## src/rtl/red_pitaya_pwm_dac.sv

```systemverilog
// -----------------------------------------------------------------------------
// red_pitaya_pwm_dac
//
// Turns one 24-bit slow-analog setting into a dithered PWM bit-stream that
// feeds an external RC filter. There is one instance per output channel.
//
// Setting word:
//   [23:16] base duty in clock counts
//   [15:0]  dither mask. Bit k adds one count to period k of the 16-period
//           frame, which gives 16x finer average resolution.
//
// Parameters:
//   PERIOD  PWM period in clk_i cycles (2..256)
//   CCW     period counter width; PERIOD-1 must fit in it
//
// Ports:
//   clk_i    clock
//   rst_i    synchronous reset, active high
//   cfg_i    setting word; it is only sampled on the first cycle of a frame
//   pwm_o    registered PWM output, with pulses left-aligned at cnt==0
//   frame_o  registered one-cycle pulse: cfg_i was captured into the shadow
// -----------------------------------------------------------------------------
module red_pitaya_pwm_dac #(
    parameter int PERIOD = 156,
    parameter int CCW    = 8
) (
    input  logic        clk_i,
    input  logic        rst_i,
    input  logic [23:0] cfg_i,
    output logic        pwm_o,
    output logic        frame_o
);

    localparam logic [CCW-1:0] LP_LAST = CCW'(PERIOD - 1);

    logic [CCW-1:0] r_cnt;
    logic [3:0]     r_bcnt;
    logic [23:0]    r_shd;

    logic           w_load;
    logic [23:0]    w_eff;
    logic [15:0]    w_mask;
    logic [8:0]     w_duty;
    logic [8:0]     w_cnt9;

    assign w_load = (r_cnt == '0) && (r_bcnt == 4'd0);

    // On the load cycle, use cfg_i directly. This lets period 0 of the new
    // frame already run on the fresh setting, without a one-frame lag.
    assign w_eff  = w_load ? cfg_i : r_shd;
    assign w_mask = w_eff[15:0];

    // Base plus one dither count. This is a 9-bit sum, so a duty of 256 is
    // legal. Any duty >= PERIOD keeps the output high across the wrap.
    assign w_duty = {1'b0, w_eff[23:16]} + {8'd0, w_mask[r_bcnt]};
    assign w_cnt9 = 9'(r_cnt);

    always_ff @(posedge clk_i) begin
        if (rst_i) begin
            r_cnt   <= '0;
            r_bcnt  <= 4'd0;
            r_shd   <= 24'd0;
            pwm_o   <= 1'b0;
            frame_o <= 1'b0;
        end else begin
            if (r_cnt == LP_LAST) begin
                r_cnt  <= '0;
                r_bcnt <= r_bcnt + 4'd1;
            end else begin
                r_cnt  <= r_cnt + 1'b1;
            end

            if (w_load) begin
                r_shd <= cfg_i;
            end
            frame_o <= w_load;
            pwm_o   <= (w_cnt9 < w_duty);
        end
    end

endmodule

```

## config.mk

```make
export PLATFORM = sky130hd
export DESIGN_NAME = red_pitaya_pwm_dac
export DESIGN_NICKNAME = d
export VERILOG_FILES = /design/src/rtl/red_pitaya_pwm_dac.sv
export SDC_FILE = /design/constraint.sdc
export NUM_CORES = 1
export LEC_CHECK = 0
export ABC_AREA = 1
export CORE_MARGIN = 1.5
export CORE_UTILIZATION = 25
export CTS_CLUSTER_SIZE = 10
export DETAILED_ROUTE_END_ITERATION = 10
export GPL_ROUTABILITY_DRIVEN = 0
export PLACE_DENSITY = 0.39
export SLEW_MARGIN = 20
export SYNTH_ARGS = -nofsm -noshare
export SYNTH_HDL_FRONTEND = slang
export SYNTH_SLANG_ARGS = --single-unit
```

## constraint.sdc

```tcl
create_clock -name clk_i -period 3.79 [get_ports clk_i]
set_clock_uncertainty 0.15 [all_clocks]
set_input_delay 0.379 -clock clk_i [delete_from_list [all_inputs] [get_ports clk_i]]
set_output_delay 0.379 -clock clk_i [all_outputs]
set_load 0.01 [all_outputs]
```

; After elaboration in Yosys (flattened, before gate mapping)
; Cells that the tools add are included.
[word_totals]
reg_bits = 38
inputBits = 26
out_inout_bits = 2
word_cells = 18
[classes]
add_sub_neg = 3
order_cmp = 2
n_eq_ne = 1
mux = 3
reduce_logical = 4
[op_table]
columns = op, count
row1 = 24-bit two-way mux, 1
row2 = 8-bit by 1-bit adder with 9-bit output, 1
row3 = 8-bit by 9-bit < comparator with 1-bit output, 1
row4 = 8-bit by 1-bit adder with 8-bit output (second input constant), 1
row5 = 8-bit == test (second input constant), 1
row6 = 8-bit logical NOT, 1
row7 = 4-bit by 5-bit < comparator with 1-bit output (second input constant), 1
row8 = 4-bit by 1-bit adder with 4-bit output (second input constant), 1
row9 = 1-bit binary-select mux with 4-bit select, 1
row10 = 4-bit logical NOT, 1
row11 = 2-bit OR reduction, 1
row12 = 1-bit logical AND, 1
row13 = 1-bit two-way mux, 1

; Depth between registers and ports, before layout
; Gate-level depths: netlist of run 1.
[depth]
depth_word = 7
depth_mapped = 28
depth_no_buf = 28

; Worst setup path before layout of run 1
; No wires, ideal clock.
[synth_path]
path_kind = register to register
start = register r_bcnt[0]
end = register pwm_o
setup_ps = 59
arrival_ps = 3135
required_time_ps = 3581
slack_ps = 446
path_stages_with_launch = 27
n_path_buf = 1
synth_period_minus_slack_ps = 3344
path_cell_list = dfxtp_1 > inv_1 > ha_1 > nand2_1 > nor2_1 > nand3_4 > buf_6 > o21ai_1 > nand2_1 > nand3_1 > nor2_1 > nor2_1 > nor2_1 > ha_1 > ha_1 > nand3_1 > xor2_1 > ha_1 > nand2_1 > inv_1 > a21oi_1 > nand3_1 > a21oi_1 > o21bai_1 > nand2_1 > nand2_1 > nand2_1
[synth_via]
elab_chain_cells = 7
[synth_rtl]
columns = item, line
row1 = start: declaration, 37  ; logic [3:0] r_bcnt;
row2 = start signal: assignment, 68  ; r_bcnt <= r_bcnt + 4'd1;
row3 = 4-bit logical NOT, 46  ; assign w_load = (r_cnt == '0) && (r_bcnt == 4'd0);
row4 = 1-bit logical AND, 46
row5 = 24-bit two-way mux, n/a
row6 = 1-bit binary-select mux with 4-bit select, 55  ; assign w_duty = {1'b0, w_eff[23:16]} + {8'd0, w_mask[r_bcnt]};
row7 = 1-bit two-way mux (not written as such), 55
row8 = 8-bit by 1-bit adder with 9-bit output *, 55
row9 = 8-bit by 9-bit < comparator with 1-bit output *, 77  ; pwm_o <= (w_cnt9 < w_duty);
row10 = end signal: assignment, 77
row11 = end: declaration, 30  ; output logic pwm_o,
; Every way passes the cells marked *; elsewhere a longest branch is shown, timed or not. The select of a mux whose other input is x is not followed.
; A chain may end at the register's enable or synchronous reset.

; Worst setup path after layout of run 1
[layout_path]
start = register r_cnt[0]
end = register pwm_o
[layout_via]
elab_chain_cells = 7
[layout_rtl]
columns = item, line
row1 = start: declaration, 36  ; logic [CCW-1:0] r_cnt;
row2 = start signal: assignment, 70  ; r_cnt <= r_cnt + 1'b1;
row3 = 8-bit logical NOT, 46
row4 = 1-bit logical AND, 46
row5 = 24-bit two-way mux, n/a
row6 = 1-bit binary-select mux with 4-bit select, 55
row7 = 1-bit two-way mux (not written as such), 55
row8 = 8-bit by 1-bit adder with 9-bit output, 55
row9 = 8-bit by 9-bit < comparator with 1-bit output *, 77
; Marks and branches as above.

==> flow_summary.ini, run 1 <==
[run_status]
outcome = finished, final reports clean

[floorplanning]
fp.coreArea_mm2 = 0.00834
io_pins = 28
design.die.area_mm2 = 0.00930
die_h_um = 96.4
dieWidth_um = 96.4
rows = 33
start_util_pct = 26.2

[clock_tree]
clock-sinks = 38
cts_root_buf = clkbuf_8
path_clk_slew_ns = 0.07
clock_latency_ns = 0.29
htree_levels = 2
cts_buffers = 5
clockBufferDepth = 2
cts_tree = done
hold_buffers = 0

[route]
drcViolationCount = 0
drtIter0Drc = 69
postRouteAntennaNets = 0
wl_per_cell_um = 11.8
totalWireLength_mm = 5.49
vias_per_cell = 4.28
first_pass_iters = 4
num_vias = 1987

[global_route]
grt_pass1_vias = 1737
grt_max_degree = 22
grtUsageTotal_pct = 12.4
antenna_found_initial = 0
grt_pass1_wl_mm = 8.54
grt-ovfl-total = 0

[sta]
setup_viol = 0
fin_crit_sh_pct = 92.0
final_max_slew_viol_count = 0
hold_viol = 0
hold_ws_ns = 0.290
fin_crit_ns = 3.49
relSlewSlack_pct = 41.0
tightest_slew_ns = 0.882
fmax_ghz = 0.287

[worst_setup_path]
cpMostUsedCell = nand2_1
cpPeakStageDelay_ns = 0.34
cp-start-kind = register
end_kind = register
path_class = reg2reg
path_max_fanout = 7
reg2reg_from = r_cnt[0]
arrival_ns = 3.57
cp.required_ns = 3.87
cp_slowest_cell = dfxtp_2
reg2reg_depth = 28
rrSetupSlack_ns = 0.30
r2r-end = pwm_o

[final_layout]
drive_above_1_share_pct = 16.4
fin_nets = 397
antenna_cells = 0
syn_to_final_growth_pct = 28.4
final_cell_mix = 83 x nand2_1, 43 x inv_1, 37 x nor2_1
layout_commonest_cell = nand2_1
fin_area_mm2 = 0.00280

[synthesis]
synth_cell_type_count = 31
yosysWarnings = 0
synth_edf_count = 0
synthArstFlopShare_pct = 0
yosysTopAreaCell = dfxtp_1
synth_area_leaders = dfxtp_1 35%, nand2_1 15%, inv_1 7.6%, ha_1 7.5%, nor2_1 7.1%
ys_ff_latch = 38
synth_flop_cell = dfxtp_1
syn_nets = 358
seq_area_frac_synth_pct = 34.9
synth_area_mm2 = 0.00218
yosysTopAreaCellShare_pct = 34.9
synth_area_per_cell_um2 = 6.84
netlist_instances = 319

[placed_design]
port_buffers = 27
placed_area_mm2 = 0.00260
dp_hpwl_mm = 4.01

[hold_path]
worstHoldEndpoint = r_cnt[0]
hp-class = reg2reg
hold_start = r_cnt[0]
worst_hold_path.num_cells = 1

[pwr]
pwr_density_cell_mw_per_mm2 = 366
vdd_drop_max_uv = 99.4
power_leakage_nw = 1.32

[run]
maxCapViolCount = 0
[cells in the mapped netlist, types with 4 or more instances]
cell type,count
a21oi_1,16
dfxtp_1,38
ha_1,13
inv_1,44
nand2_1,85
nand3_1,29
nand4_1,4
nor2_1,41
nor2_2,4
nor3_1,4
o21ai_0,5
xor2_1,4
[registers in the layout, summed over array words and instances (netlist names)]
signal	flops
r_shd	24
r_cnt	8
pwm_o	1
frame_o	1
r_bcnt	4
[how the worst max path moves through the flow]
stage	start	endpoint	slack (ns)	cells after the start
3_3_place_gp	r_bcnt[0]	pwm_o	0.24	27
4_1_cts	r_bcnt[1]	pwm_o	0.13	25
6_report	r_cnt[0]	pwm_o	0.30	28
2_1_floorplan	r_bcnt[0]	pwm_o	0.45	26
5_1_grt	r_cnt[0]	pwm_o	-0.04	28
3_5_place_dp	r_bcnt[1]	pwm_o	0.17	25
[stage by stage]
step           worst slack, ns  util [%]  total power, mW  setup TNS, ns  cells
2_1_floorplan            0.446         -            0.640              0    319
3_3_place_gp             0.241      31.2            0.722              0    453
3_5_place_dp             0.174      31.2            0.719              0    453
4_1_cts                  0.129      32.3             1.02              0    461
5_1_grt                -0.0418      33.6             1.11        -0.0418    464
6_report                 0.304      33.6             1.02              0    464
[area by class of cell]
type	count	area, um2
clock buffer	7	86.3
clock inverter	1	5.00
fill	921	5540
inverter	46	173
multi-input combinational	229	1290
sequential	38	763
tap	105	131
timing repair buffer	38	353
[worst max-delay path, delay by kind of cell, from the launching register on]
kind,cells,cell delay (ns)
simple gates,16,1.38
fa+ha+maj,4,0.83
flops,1,0.34
compound gates,3,0.32
buf+inv,4,0.25
xor+xnor,1,0.16
[routing by layer]
metal	vias to the layer above	part of all wire, %	wire length, um	global-route usage, %
met3	2	3.6	197	2.82
li1	1080	-	-	-
met5	-	0	0	0
met4	0	0.89	49	4.35
met2	31	41	2260	17.9
met1	874	54	2990	17.9
[kinds of logic (layout without fill, tap and decap cells)]
family / Yosys count / after routing / synth area share, %
AND/OR/NAND/NOR: 183 / 184 / 38.6
AO/OA/AOI/OAI: 28 / 28 / 7.28
XOR/XNOR: 4 / 4 / 1.61
adder cells (fa/ha/maj): 13 / 13 / 7.45
buffers and inverters: 53 / 92 / 10.2
flip-flops: 38 / 38 / 34.9
[timing repair]
action                                 CTS  global route
buffers inserted                         0             2
setup endpoints to repair                0             1
endpoints found under the hold margin    0             0
resized for setup                        0            24
[power breakdown]
group	switching, mW	leakage [nW]	internal [mW]	total [mW]
Combinational	0.168	0.958	0.119	0.287
Sequential	0.0115	0.314	0.433	0.445
Clock	0.146	0.0482	0.147	0.293
(Power assumes the default switching activity.)
==> run 2: changes to the inputs <==
ABC_CLOCK_PERIOD_IN_PS = 2990   (was default)
PLACE_DENSITY = 0.41   (was 0.39)
clock period = 2.99 ns   (was 3.79 ns; I/O delays follow)
==> run 2 against run 1 <==
  * The flow now finishes with violations (negative setup slack)
  * Clock power increased by 29%
  * Clock-buffer cell count unchanged
  * Sequential power increased by 26%
  * Critical path type unchanged
  * Fmax increased by 6.4%
==> flow_summary.ini, run 2 (synthesis gave the netlist of run 1 again) <==
[hold_path]
hp-class = reg2reg
worstHoldEndpoint = r_shd[16]
hold_start = r_shd[16]
worst_hold_path.num_cells = 2

[sta]
relSlewSlack_pct = 70.4
fin_setup_tns_ns = -0.288
fin_ws_ns = -0.288
fin_crit_ns = 3.28
tightest_slew_ns = 0.443
fmax_ghz = 0.305
hold_ws_ns = 0.331
hold_viol = 0
setup_viol = 1
rsz0062_at_grt = true
final_max_slew_viol_count = 0
fin_crit_sh_pct = 110

[run]
maxCapViolCount = 0

[floorplanning]
dieWidth_um = 96.4
fp.coreArea_mm2 = 0.00834
design.die.area_mm2 = 0.00930
io_pins = 28
rows = 33
start_util_pct = 26.2
die_h_um = 96.4

[clock_tree]
clock-sinks = 38
clock_latency_ns = 0.29
cts_buffers = 5
cts_tree = done
cts_root_buf = clkbuf_8
clockBufferDepth = 2
htree_levels = 2
hold_buffers = 0
path_clk_slew_ns = 0.08

[route]
drcViolationCount = 0
wl_per_cell_um = 11.5
postRouteAntennaNets = 0
first_pass_iters = 4
totalWireLength_mm = 5.94
num_vias = 2173
vias_per_cell = 4.20
drtIter0Drc = 43

[worst_setup_path]
path_max_fanout = 6
r2r-end = pwm_o
path_class = reg2reg
critPathLaunch = r_cnt[0]
cp.required_ns = 3.09
rrSetupSlack_ns = -0.29
cp-start-kind = register
reg2reg_from = r_cnt[0]
reg2reg_depth = 27
end_kind = register
arrival_ns = 3.37

[pwr]
power_leakage_nw = 1.60
pwr_density_cell_mw_per_mm2 = 433
vdd_drop_max_uv = 141
total_power_mw = 1.44

[final_layout]
fin_cells = 517
antenna_cells = 0
drive_above_1_share_pct = 31.6
regMostFlops = r_shd
final_cell_mix = 71 x nand2_1, 61 x buf_4, 39 x nor2_1, 39 x inv_1, 34 x dfxtp_1
largest_reg_flops = 24
final_core_util_pct = 39.8
layout_commonest_cell = nand2_1
reg_top3 = r_shd x24, r_cnt x8, r_bcnt x4
syn_to_final_growth_pct = 51.9
fin_area_mm2 = 0.00332
fin_nets = 450

[global_route]
grt_max_degree = 13
grt_pass1_vias = 2133
antenna_found_initial = 0
grtUsageTotal_pct = 14.3
grt-ovfl-total = 0
grt_pass1_wl_mm = 10.0

[placed_design]
dp.cells = 500
placed_area_mm2 = 0.00306
dpl_worst_slack_ns = -0.400
port_buffers = 27
dp_hpwl_mm = 4.43

[run_status]
violations = negative setup slack
outcome = complete, but fails checks
-- run 2: cell count changes in the layout (fill, tap and decap cells not counted), moves of 3 or more --
cell / previous run / this run
inv_1: 43 / 39
nand2_2: 4 / 13
nand3_1: 24 / 21
buf_12: 0 / 3
buf_4: 11 / 61
nand2_4: 0 / 3
nand2_1: 83 / 71
-- run 2: worst max path at each step --
stage,endpoint,cells after the start
after floorplan,pwm_o,28
after global placement,pwm_o,26
after detailed placement,pwm_o,26
after CTS,pwm_o,27
after global routing,pwm_o,28
final,pwm_o,27
-- run 2: report_power, final --
part           switching [mW]  total [mW]  internal, mW
clock network           0.191       0.377         0.186
logic                   0.248       0.499         0.251
registers              0.0125       0.561         0.548
total                   0.452        1.44         0.985
-- run 2: area by class of cell --
cell class | count | area, um2
timing repair buffer | 92 | 800
fill | 896 | 5020
multi-input combinational | 228 | 1350
inverter | 46 | 178
clock buffer | 7 | 86.3
tap | 105 | 131
sequential | 38 | 768
clock inverter | 1 | 5.00
-- run 2: timing repair --
item / 4_1_cts / 5_1_grt
endpoints found under the hold margin: 0 / 0
setup buffers: 9 / 0
pin swaps: 22 / 0
resized for setup: 19 / 2
setup endpoints to repair: 1 / 1
-- run 2: worst max-delay path, cell delays in order, from the launching register on --
cell	delay, ns
dfxtp_2	0.33
inv_2	0.07
ha_4	0.14
nand2_4	0.06
nor2_4	0.13
nand3_4	0.14
buf_6	0.17
nand2_2	0.06
nand3_1	0.06
nand3_1	0.10
nand2_1	0.07
nand2_1	0.06
nor2_1	0.04
nor2_1	0.10
ha_2	0.22
ha_4	0.15
nand3_2	0.06
xor2_1	0.14
ha_1	0.29
nand2_1	0.07
inv_1	0.05
a21oi_1	0.13
nand3_1	0.08
a21oi_1	0.13
o21bai_1	0.08
nand2_1	0.06
nand2_1	0.04
nand2_1	0.04
-- run 2: layer usage --
layer | part of all wire (%) | track usage, %
met1 | 47 | 17.3
met2 | 49 | 25.7
met3 | 2.2 | 2.58
met4 | 1.2 | 4.23
met5 | 0 | 0
